--- src/rtl/tach_pkg.sv ---
// Shared encoder state type, step encoding and quadrature decoder for quad_tachometer.
package tach_pkg;

  localparam int ERR_W = 8;

  // Encoder state packed as {B, A}; forward (A leads B) walks 00 -> 01 -> 11 -> 10 -> 00.
  typedef logic [1:0] quad_state_t;

  typedef enum logic [1:0] {
    STEP_NONE,
    STEP_FWD,
    STEP_REV,
    STEP_ERR
  } step_t;

  function automatic quad_state_t quad_next(input quad_state_t s);
    return {s[0], ~s[1]};
  endfunction

  function automatic step_t quad_decode(input quad_state_t prev, input quad_state_t cur);
    step_t r;
    if (prev == cur) begin
      r = STEP_NONE;
    end else if ((prev ^ cur) == 2'b11) begin
      r = STEP_ERR;
    end else if (cur == quad_next(prev)) begin
      r = STEP_FWD;
    end else begin
      r = STEP_REV;
    end
    return r;
  endfunction

endpackage

--- src/rtl/tach_channel.sv ---
// One encoder channel: synchronizer, optional glitch filter (TACH_DEBOUNCE_EN),
// quadrature decode, saturating signed accumulator and per-window error counter.
module tach_channel
  import tach_pkg::*;
#(
  parameter int COUNT_W         = 16,
  parameter int DEBOUNCE_CLOCKS = 8
) (
  input  logic               clock_i,
  input  logic               system_reset_i,
  input  logic               enc_a_i,
  input  logic               enc_b_i,
  input  logic               gate_end_i,
  output logic [COUNT_W-1:0] count_o,
  output logic               dir_o,
  output logic               ovf_o,
  output logic [ERR_W-1:0]   err_o
);

  localparam logic signed [COUNT_W-1:0] MAX_V = {1'b0, {(COUNT_W-1){1'b1}}};
  localparam logic signed [COUNT_W-1:0] MIN_V = {1'b1, {(COUNT_W-1){1'b0}}};
  localparam logic signed [COUNT_W-1:0] ONE_V = COUNT_W'(1);
  localparam logic [1:0]                PRIME_LOAD = 2'd3;

  logic [1:0]                sync1_q, sync2_q;
  logic [1:0]                prime_q;
  logic                      priming;
  quad_state_t               prev_q, cur;
  step_t                     step;
  logic signed [COUNT_W-1:0] acc_q, acc_d;
  logic                      ovf_q, ovf_d;
  logic [ERR_W-1:0]          err_q, err_d;
  logic                      dir_q, dir_d;
  logic [COUNT_W-1:0]        count_q;
  logic                      ovf_out_q;
  logic [ERR_W-1:0]          err_out_q;

  // Prev state is seeded from the synchronizer output once the pipeline has filled,
  // so whatever level the pins sit at after reset is never counted as a step.
  assign priming = (prime_q != 2'd0);

`ifdef TACH_DEBOUNCE_EN
  localparam int             DB_W    = $clog2(DEBOUNCE_CLOCKS) + 1;
  localparam logic [DB_W-1:0] DB_LOAD = DB_W'(DEBOUNCE_CLOCKS - 1);

  logic [1:0]           filt_q;
  logic [1:0][DB_W-1:0] db_cnt_q;

  always_ff @(posedge clock_i) begin
    if (system_reset_i) begin
      filt_q   <= '0;
      db_cnt_q <= {2{DB_LOAD}};
    end else if (priming) begin
      filt_q   <= sync2_q;
      db_cnt_q <= {2{DB_LOAD}};
    end else begin
      for (int i = 0; i < 2; i++) begin
        if (sync2_q[i] == filt_q[i]) begin
          db_cnt_q[i] <= DB_LOAD;
        end else if (db_cnt_q[i] == '0) begin
          filt_q[i]   <= sync2_q[i];
          db_cnt_q[i] <= DB_LOAD;
        end else begin
          db_cnt_q[i] <= db_cnt_q[i] - DB_W'(1);
        end
      end
    end
  end

  assign cur = filt_q;
`else
  assign cur = sync2_q;
`endif

  always_comb begin
    step  = priming ? STEP_NONE : quad_decode(prev_q, cur);
    acc_d = acc_q;
    ovf_d = ovf_q;
    err_d = err_q;
    dir_d = dir_q;
    case (step)
      STEP_FWD: begin
        dir_d = 1'b1;
        if (acc_q == MAX_V) ovf_d = 1'b1;
        else                acc_d = acc_q + ONE_V;
      end
      STEP_REV: begin
        dir_d = 1'b0;
        if (acc_q == MIN_V) ovf_d = 1'b1;
        else                acc_d = acc_q - ONE_V;
      end
      STEP_ERR: begin
        if (err_q != '1) err_d = err_q + ERR_W'(1);
      end
      default: ;
    endcase
  end

  always_ff @(posedge clock_i) begin
    if (system_reset_i) begin
      sync1_q   <= '0;
      sync2_q   <= '0;
      prime_q   <= PRIME_LOAD;
      prev_q    <= '0;
      acc_q     <= '0;
      ovf_q     <= 1'b0;
      err_q     <= '0;
      dir_q     <= 1'b0;
      count_q   <= '0;
      ovf_out_q <= 1'b0;
      err_out_q <= '0;
    end else begin
      sync1_q <= {enc_b_i, enc_a_i};
      sync2_q <= sync1_q;
      if (priming) prime_q <= prime_q - 2'd1;
      prev_q <= priming ? sync2_q : cur;
      dir_q  <= dir_d;
      // The end-of-gate step belongs to the closing window; the new window starts clean.
      if (gate_end_i) begin
        count_q   <= acc_d;
        ovf_out_q <= ovf_d;
        err_out_q <= err_d;
        acc_q     <= '0;
        ovf_q     <= 1'b0;
        err_q     <= '0;
      end else begin
        acc_q <= acc_d;
        ovf_q <= ovf_d;
        err_q <= err_d;
      end
    end
  end

  assign count_o = count_q;
  assign dir_o   = dir_q;
  assign ovf_o   = ovf_out_q;
  assign err_o   = err_out_q;

endmodule

--- src/rtl/quad_tachometer.sv ---
// Multi-channel 4x quadrature tachometer with a shared gate window.
// Define TACH_DEBOUNCE_EN to insert a DEBOUNCE_CLOCKS stability filter on every encoder input.
module quad_tachometer
  import tach_pkg::*;
#(
  parameter int CLOCK_FREQ      = 100000000,
  parameter int GATE_CLOCKS     = CLOCK_FREQ,
  parameter int NUM_CH          = 2,
  parameter int COUNT_W         = 16,
  parameter int DEBOUNCE_CLOCKS = 8
) (
  input  logic                      clock,
  input  logic                      system_reset,
  input  logic [NUM_CH-1:0]         enc_a,
  input  logic [NUM_CH-1:0]         enc_b,
  output logic [NUM_CH*COUNT_W-1:0] count_out,
  output logic [NUM_CH-1:0]         dir_out,
  output logic [NUM_CH-1:0]         ovf_out,
  output logic [NUM_CH*ERR_W-1:0]   err_out,
  output logic                      sample_valid
);

  localparam int GATE_W = $clog2(GATE_CLOCKS);

  logic [GATE_W-1:0] gate_q, gate_d;
  logic              gate_end;
  logic              sample_valid_q;

  assign gate_end = (gate_q == GATE_W'(GATE_CLOCKS - 1));
  assign gate_d   = gate_end ? '0 : gate_q + GATE_W'(1);

  always_ff @(posedge clock) begin
    if (system_reset) begin
      gate_q         <= '0;
      sample_valid_q <= 1'b0;
    end else begin
      gate_q         <= gate_d;
      sample_valid_q <= gate_end;
    end
  end

  assign sample_valid = sample_valid_q;

  for (genvar n = 0; n < NUM_CH; n++) begin : g_ch
    tach_channel #(
      .COUNT_W         (COUNT_W),
      .DEBOUNCE_CLOCKS (DEBOUNCE_CLOCKS)
    ) u_ch (
      .clock_i        (clock),
      .system_reset_i (system_reset),
      .enc_a_i        (enc_a[n]),
      .enc_b_i        (enc_b[n]),
      .gate_end_i     (gate_end),
      .count_o        (count_out[n*COUNT_W +: COUNT_W]),
      .dir_o          (dir_out[n]),
      .ovf_o          (ovf_out[n]),
      .err_o          (err_out[n*ERR_W +: ERR_W])
    );
  end

endmodule

--- config.mk ---
export PLATFORM = sky130hd
export DESIGN_NAME = quad_tachometer
export DESIGN_NICKNAME = d
export VERILOG_FILES = /design/src/rtl/tach_pkg.sv /design/src/rtl/tach_channel.sv /design/src/rtl/quad_tachometer.sv
export SDC_FILE = /design/constraint.sdc
export NUM_CORES = 1
export LEC_CHECK = 0
export CORE_MARGIN = 2
export CORE_UTILIZATION = 50
export DETAILED_ROUTE_END_ITERATION = 10
export DONT_BUFFER_PORTS = 1
export PLACE_DENSITY_LB_ADDON = 0.15
export SYNTH_ARGS = -nofsm -noshare
export SYNTH_HDL_FRONTEND = slang
export SYNTH_HIERARCHICAL = 1
export SYNTH_SLANG_ARGS = --single-unit
--- constraint.sdc ---
create_clock -name clock -period 3.2 [get_ports clock]
set_clock_uncertainty 0.05 [all_clocks]
set_input_delay 0.48 -clock clock [delete_from_list [all_inputs] [get_ports clock]]
set_output_delay 0.48 -clock clock [all_outputs]
set_load 0.02 [all_outputs]
==> results_dict.tcl, run 1 <==
set metrics [dict create \
    finalCoreUtilization 0.545 \
    nets 972 \
    n_antenna_cell 0 \
    synth.cell_area_um2 8110 \
    ys_ff_latch 146 \
    post_cts_buffers 0 \
    holdWs_ps 101 \
    grt_pass1_wl_um 33900 \
    yosysUniqueCellTypes 74 \
    static-leakage-power_nw 2.89 \
    critical_path_class "flop to flop" \
    drc 0 \
    drt-total-wl_um 20400 \
    vias 7132 \
    synthCells 973 \
    p_per_area_nw_per_um2 452 \
    max_cap_violations 0 \
    ys_seq_area_frac 0.360 \
    hold_viol 0 \
    worstMarginPinSlew_ps 685 \
    numCtsBuffers 17 \
    cp_max_fo 10 \
    drtAntennaViolNets 0 \
    slew_viol_final 0 \
    gp_congestion 0.962 \
    grt_max_degree 81 \
    antenna_found_initial 0 \
    required_ps 3480 \
    slowest_delay_ps 560 \
    hp-start "system_reset" \
    irDropWorstVdd_v 0.000389 \
    clkTransAtPathRegs_ps 70 \
    routedWlPerCell_um 17.3 \
    ys_top_cells_by_area "dfxtp_1 36%, nor2_1 5.9%, nand2_1 3.6%, a21oi_1 3.0%, ha_1 2.6%" \
    gr-total-overflow 0 \
    drtIter0Drc 586 \
    synth_warnings 6 \
    period_share 0.944 \
    multi_input_comb_area_um2 4590 \
    final_layout_size_suffix_gt1_frac 0.0967 \
    timing.critical_path.slowest_stage_cell "ha_1" \
    io_pins 59 \
    r2r_slack_ps 180 \
    finalSetupTns_ps 0 \
    cts_sinks 146 \
    synthFlopType "dfxtp_1" \
    worstSetupStartpointType "flop" \
    synth_top_area_cell "dfxtp_1" \
    core-area_um2 15900 \
    die_y_um 131 \
    cts_tree "yes" \
    ys_async_sr_fraction 0 \
    synth-edff-count 0 \
    vias_per_cell 6.05 \
    rows 46 \
    dieWidth_um 131 \
    clock_latency_ps 430 \
    area_growth_syn_to_layout_pct 6.84 \
    worstPathArrival_ps 3300 \
    yosys.area.top_type_share 0.360 \
    root_buffer "clkbuf_16" \
    htreeDepth 4 \
    grt_pass1_vias 6534 \
    fillers 1507 \
    relSlewSlack 0.531 \
    cp-end-kind "flop" \
    cts_hold_buf 0 \
    outcome "completed" \
    grt_usage 0.237 \
    seq_area_um2 2920 \
    firstDrtPassIters 5 \
    r2r_start "g_ch[1].u_ch/cur[0]" \
    port-buffer-count 0 \
    crit_chain "nor2b_1 > or3b_2 > o211a_1 > ha_1 > clkinvlp_4 > nor2_1 > nand2_1 > o2bb2a_1 > a311oi_1" \
    fmax_mhz 331 \
    finalCriticalPeriod_ps 3020 \
    startpoint "g_ch[1].u_ch/cur[0]" \
    setup_viol 0 \
    hpwlAfterDp_um 14000 \
    die-area_um2 17300 \
    clockBufferDepth 2 \
    syn_avg_cell_area_um2 8.33 \
    worstHoldPathType "primary input to flop" \
    rsz0062_at_grt "no" \
    start_util 0.510 \
    synth_nets 996 \
]
==> what timing repair did <==
item                       CTS  global route
hold endpoints to repair     0             0
setup endpoints to repair    0             1
gates resized for setup      0             1
==> layout make-up <==
| cell class | instances | share of cell area |
|---|---|---|
| clock inverters | 13 | 0.0147 |
| inverters | 35 | 0.0156 |
| repair buffers | 22 | 0.0205 |
| multi-input cells | 727 | 0.529 |
| clock buffers | 19 | 0.0511 |
| flip-flops and latches | 146 | 0.337 |
| well taps | 216 | 0.0312 |
==> registers in the layout (all words and copies together), names as in the netlist, 2 cells and up <==
name / cells
g_ch.u_ch/acc_q: 32
g_ch.u_ch/count_o: 32
g_ch.u_ch/cur: 4
g_ch.u_ch/dir_o: 2
g_ch.u_ch/err_o: 16
g_ch.u_ch/err_q: 16
g_ch.u_ch/ovf_o: 2
g_ch.u_ch/ovf_q: 2
g_ch.u_ch/prev_q: 4
g_ch.u_ch/prime_q: 4
g_ch.u_ch/sync1_q: 4
gate_q: 27
==> kinds of logic (layout without fill, tap and decap cells) <==
group	count (synthesis)	in the layout	share of synthesized area
and+or+nand+nor	435	435	0.281
AOI/OAI and AO/OA	229	229	0.203
DFF	146	146	0.360
buffers and inverters	100	89	0.0748
muxes	24	24	0.0305
xor gates and xnor gates	22	22	0.0238
adders and majority gates	17	17	0.0262
==> final timing paths <==
kind,depth (start not counted),to
worst max register to register,9,g_ch[1].u_ch/count_o[15]
worst max-delay path,9,g_ch[1].u_ch/count_o[15]
worst min-delay path,1,gate_q[4]
worst min register to register,1,g_ch[0].u_ch/cur[1]
==> through the flow <==
stage          worst slack, ps  power [mW]  instances  instance area (um2)
6_report                   181        3.92       1178                 8660
5_1_grt                   5.23        4.07       1178                 8660
3_3_place_gp               294        2.03       1146                 8090
2_1_floorplan              428        2.02        973                 8110
3_5_place_dp               202        2.03       1146                 8090
4_1_cts                    185        3.96       1178                 8660
==> cell usage after synthesis, types with 5 or more instances <==
cell and count:
nor2_1 128, and2_1 11, o22ai_1 6, nand2_1 78
nand2b_1 10, o21ai_0 31, o31ai_1 20, xnor2_1 9
buf_2 7, xor2_1 13, a21oi_1 48, or4_1 15
and3_1 8, nand3_1 32, nor4_1 26, and4_1 5
or4_4 5, clkbuf_1 29, or3_1 7, buf_6 7
nor2b_1 20, clkbuf_8 12, nor3_1 42, mux2_2 6
nand4_1 21, o21a_1 6, inv_1 33, dfxtp_1 146
o211ai_1 10, a211oi_1 22, ha_1 17, mux2i_1 18
a311oi_1 17
==> worst max-delay path, delay by kind of cell, from the launching register on <==
family          cells  cell delay, ps
simple gates        4             880
compound gates      3             730
fa+ha+maj           1             560
flops               1             360
buf+inv             1             350
==> cells in the final DEF, fill, tap and decap left out, drive strengths merged, types with 24 or more instances in the layout <==
cell type,instances
a211oi,24
a21oi,48
dfxtp,146
inv,38
nand2,78
nand3,32
nor2,128
nor3,42
nor4,28
o21ai,37
==> metal layers <==
metal | vias up | share of wire | global-route usage | routed length, um
li1 | 3564 | - | - | -
met1 | 3286 | 0.48 | 0.342 | 9780
met2 | 247 | 0.43 | 0.344 | 8710
met3 | 35 | 0.076 | 0.0656 | 1560
met4 | 0 | 0.018 | 0.0737 | 357
met5 | - | 0 | 0 | 0
==> where the power goes <==
group	internal (mW)	total, mW	leakage, nW	switching, mW
Clock	1.10	1.92	0.265	0.821
Combinational	0.0552	0.137	1.45	0.0817
Sequential	1.84	1.86	1.18	0.0167
Total	3.00	3.92	2.89	0.920
Power figures use the tool's default switching activity.
==> inputs of run 2 (changes only) <==
--- a/config.mk
+++ b/config.mk
@@ -5,8 +5,10 @@
 export SDC_FILE = /design/constraint.sdc
 export NUM_CORES = 1
 export LEC_CHECK = 0
+export CELL_PAD_IN_SITES_DETAIL_PLACEMENT = 0
+export CELL_PAD_IN_SITES_GLOBAL_PLACEMENT = 1
 export CORE_MARGIN = 2
-export CORE_UTILIZATION = 50
+export CORE_UTILIZATION = 49
 export DETAILED_ROUTE_END_ITERATION = 10
 export DONT_BUFFER_PORTS = 1
 export PLACE_DENSITY_LB_ADDON = 0.15
==> constraint.sdc (replaced) <==
create_clock -name clock -period 2.8 [get_ports clock]
set_clock_uncertainty 0.05 [all_clocks]
set_input_delay 0.42 -clock clock [delete_from_list [all_inputs] [get_ports clock]]
set_output_delay 0.42 -clock clock [all_outputs]
set_load 0.02 [all_outputs]
==> run 2 against run 1 <==
Sequential share of layout area decreased by 1.7 points. Maximum frequency increased by 13%. Die area up 2.0%. Highest routed layer unchanged. Hold slack got worse by 74 ps. Largest cell class unchanged. Non-clock buffer count rose by 33. Critical path depth shrank 1.
==> results_dict.tcl, run 2 (synthesis results as in run 1) <==
set metrics [dict create \
    core-area_um2 16400 \
    r2r_start "g_ch[1].u_ch/cur[0]" \
    setup_viol 0 \
    start_util 0.494 \
    cts_sinks 146 \
    die-area_um2 17600 \
    irDropWorstVdd_v 0.000420 \
    gp_congestion 0.952 \
    startpoint "g_ch[1].u_ch/cur[0]" \
    grt_max_degree 81 \
    r2r_slack_ps 130 \
    dieWidth_um 133 \
    cts_tree "yes" \
    worstSetupStartpointType "flop" \
    grt-busiest-layer "met2" \
    worstMarginPinSlew_ps 734 \
    area_growth_syn_to_layout_pct 12.4 \
    gr-total-overflow 0 \
    drtIter0Drc 586 \
    grt_pass1_wl_um 37400 \
    finalSetupTns_ps 0 \
    hold_viol 0 \
    grt_use_met2 0.419 \
    period_share 0.953 \
    met1_usage 0.354 \
    clockBufferDepth 2 \
    port-buffer-count 0 \
    htreeDepth 4 \
    drtAntennaViolNets 0 \
    firstDrtPassIters 5 \
    rsz0062_at_grt "no" \
    rows 47 \
    cp-end-kind "flop" \
    fmax_mhz 375 \
    max_cap_violations 0 \
    static-leakage-power_nw 3.11 \
    cp_max_fo 7 \
    final_layout_size_suffix_gt1_frac 0.132 \
    grt_usage 0.263 \
    hp-start "system_reset" \
    fin_total_pwr_mw 4.77 \
    routedWlPerCell_um 18.8 \
    numCtsBuffers 17 \
    drt-total-wl_um 22800 \
    critical_path_class "flop to flop" \
    outcome "completed" \
    antenna_found_initial 0 \
    required_ps 3080 \
    nets 1005 \
    post_cts_buffers 0 \
    grt_pass1_vias 7180 \
    fillers 1499 \
    hpwlAfterDp_um 16400 \
    cts_hold_buf 0 \
    vias 7496 \
    worstPathArrival_ps 2950 \
    n_antenna_cell 0 \
    root_buffer "clkbuf_16" \
    relSlewSlack 0.506 \
    die_y_um 133 \
    grtUsageMet3 0.0605 \
    vias_per_cell 6.18 \
    clock_latency_ps 420 \
    io_pins 59 \
    p_per_area_nw_per_um2 524 \
    clkTransAtPathRegs_ps 60 \
    slew_viol_final 0 \
    final_cell_mix "146 x dfxtp_1, 127 x nor2_1, 77 x nand2_1" \
    final_common_cell "dfxtp_1" \
    worstHoldPathType "primary input to flop" \
    finalCriticalPeriod_ps 2670 \
    drc 0 \
]
==> run 2: changes by cell type in the layout (fill, tap and decap cells not counted), moves of 4 or more <==
cell,before,now
buf_12,1,8
bufinv_16,1,5
ha_1,17,13
buf_4,21,47
clkinvlp_4,6,1
==> run 2: what timing repair did <==
item / 4_1_cts / 5_1_grt
endpoints found under the setup margin: 2 / 20
pin swaps: 0 / 1
resized for setup: 3 / 11
==> run 2: layout make-up <==
type                       instances  area, um2  area share
clock buffer                      20        447      0.0490
clock inverter                     9        180      0.0198
inverter                          35        131      0.0144
multi-input combinational        727       4640       0.509
sequential                       146       2920       0.321
tap                              220        275      0.0302
timing repair buffer              55        513      0.0563
==> run 2: report_power, final <==
group | internal (mW) | leakage, nW | switching, mW | total [mW]
Sequential | 2.10 | 1.18 | 0.0193 | 2.12
Clock | 1.59 | 0.303 | 0.872 | 2.47
Combinational | 0.0807 | 1.63 | 0.103 | 0.183
==> run 2: metrics by stage <==
step / hold slack [ps] / util / std cells / setup WS, ps / instance area (um2)
after floorplan: 364 / - / 973 / 27.6 / 8110
after global placement: 367 / 0.514 / 1183 / -2.32 / 8430
after detailed placement: 379 / 0.514 / 1183 / -9.84 / 8430
after CTS: 5.73 / 0.552 / 1212 / 37.1 / 9060
after global routing: 3.50 / 0.555 / 1212 / 10.9 / 9110
final: 27.7 / 0.555 / 1212 / 132 / 9110
==> run 2: worst paths after layout <==
kind	to	depth (start not counted)
max reg2reg	g_ch[1].u_ch/count_o[2]	8
min reg2reg	g_ch[0].u_ch/cur[1]	1
min	g_ch[1].u_ch/count_o[3]	1
max	g_ch[1].u_ch/count_o[2]	8
==> run 2: per-layer routing <==
metal,vias to the layer above,routed length [um]
met5,-,0
met4,0,340
met3,30,1560
met2,231,10600
met1,3615,10200
li1,3620,-
==> run 2: worst max-delay path, cell delays in order (launching register included) <==
cell	delay, ps
dfxtp_1	340
nor2b_1	140
or3b_2	460
o211a_1	190
ha_4	330
nand2_1	70
or4b_2	610
o311a_1	140
a211oi_1	230
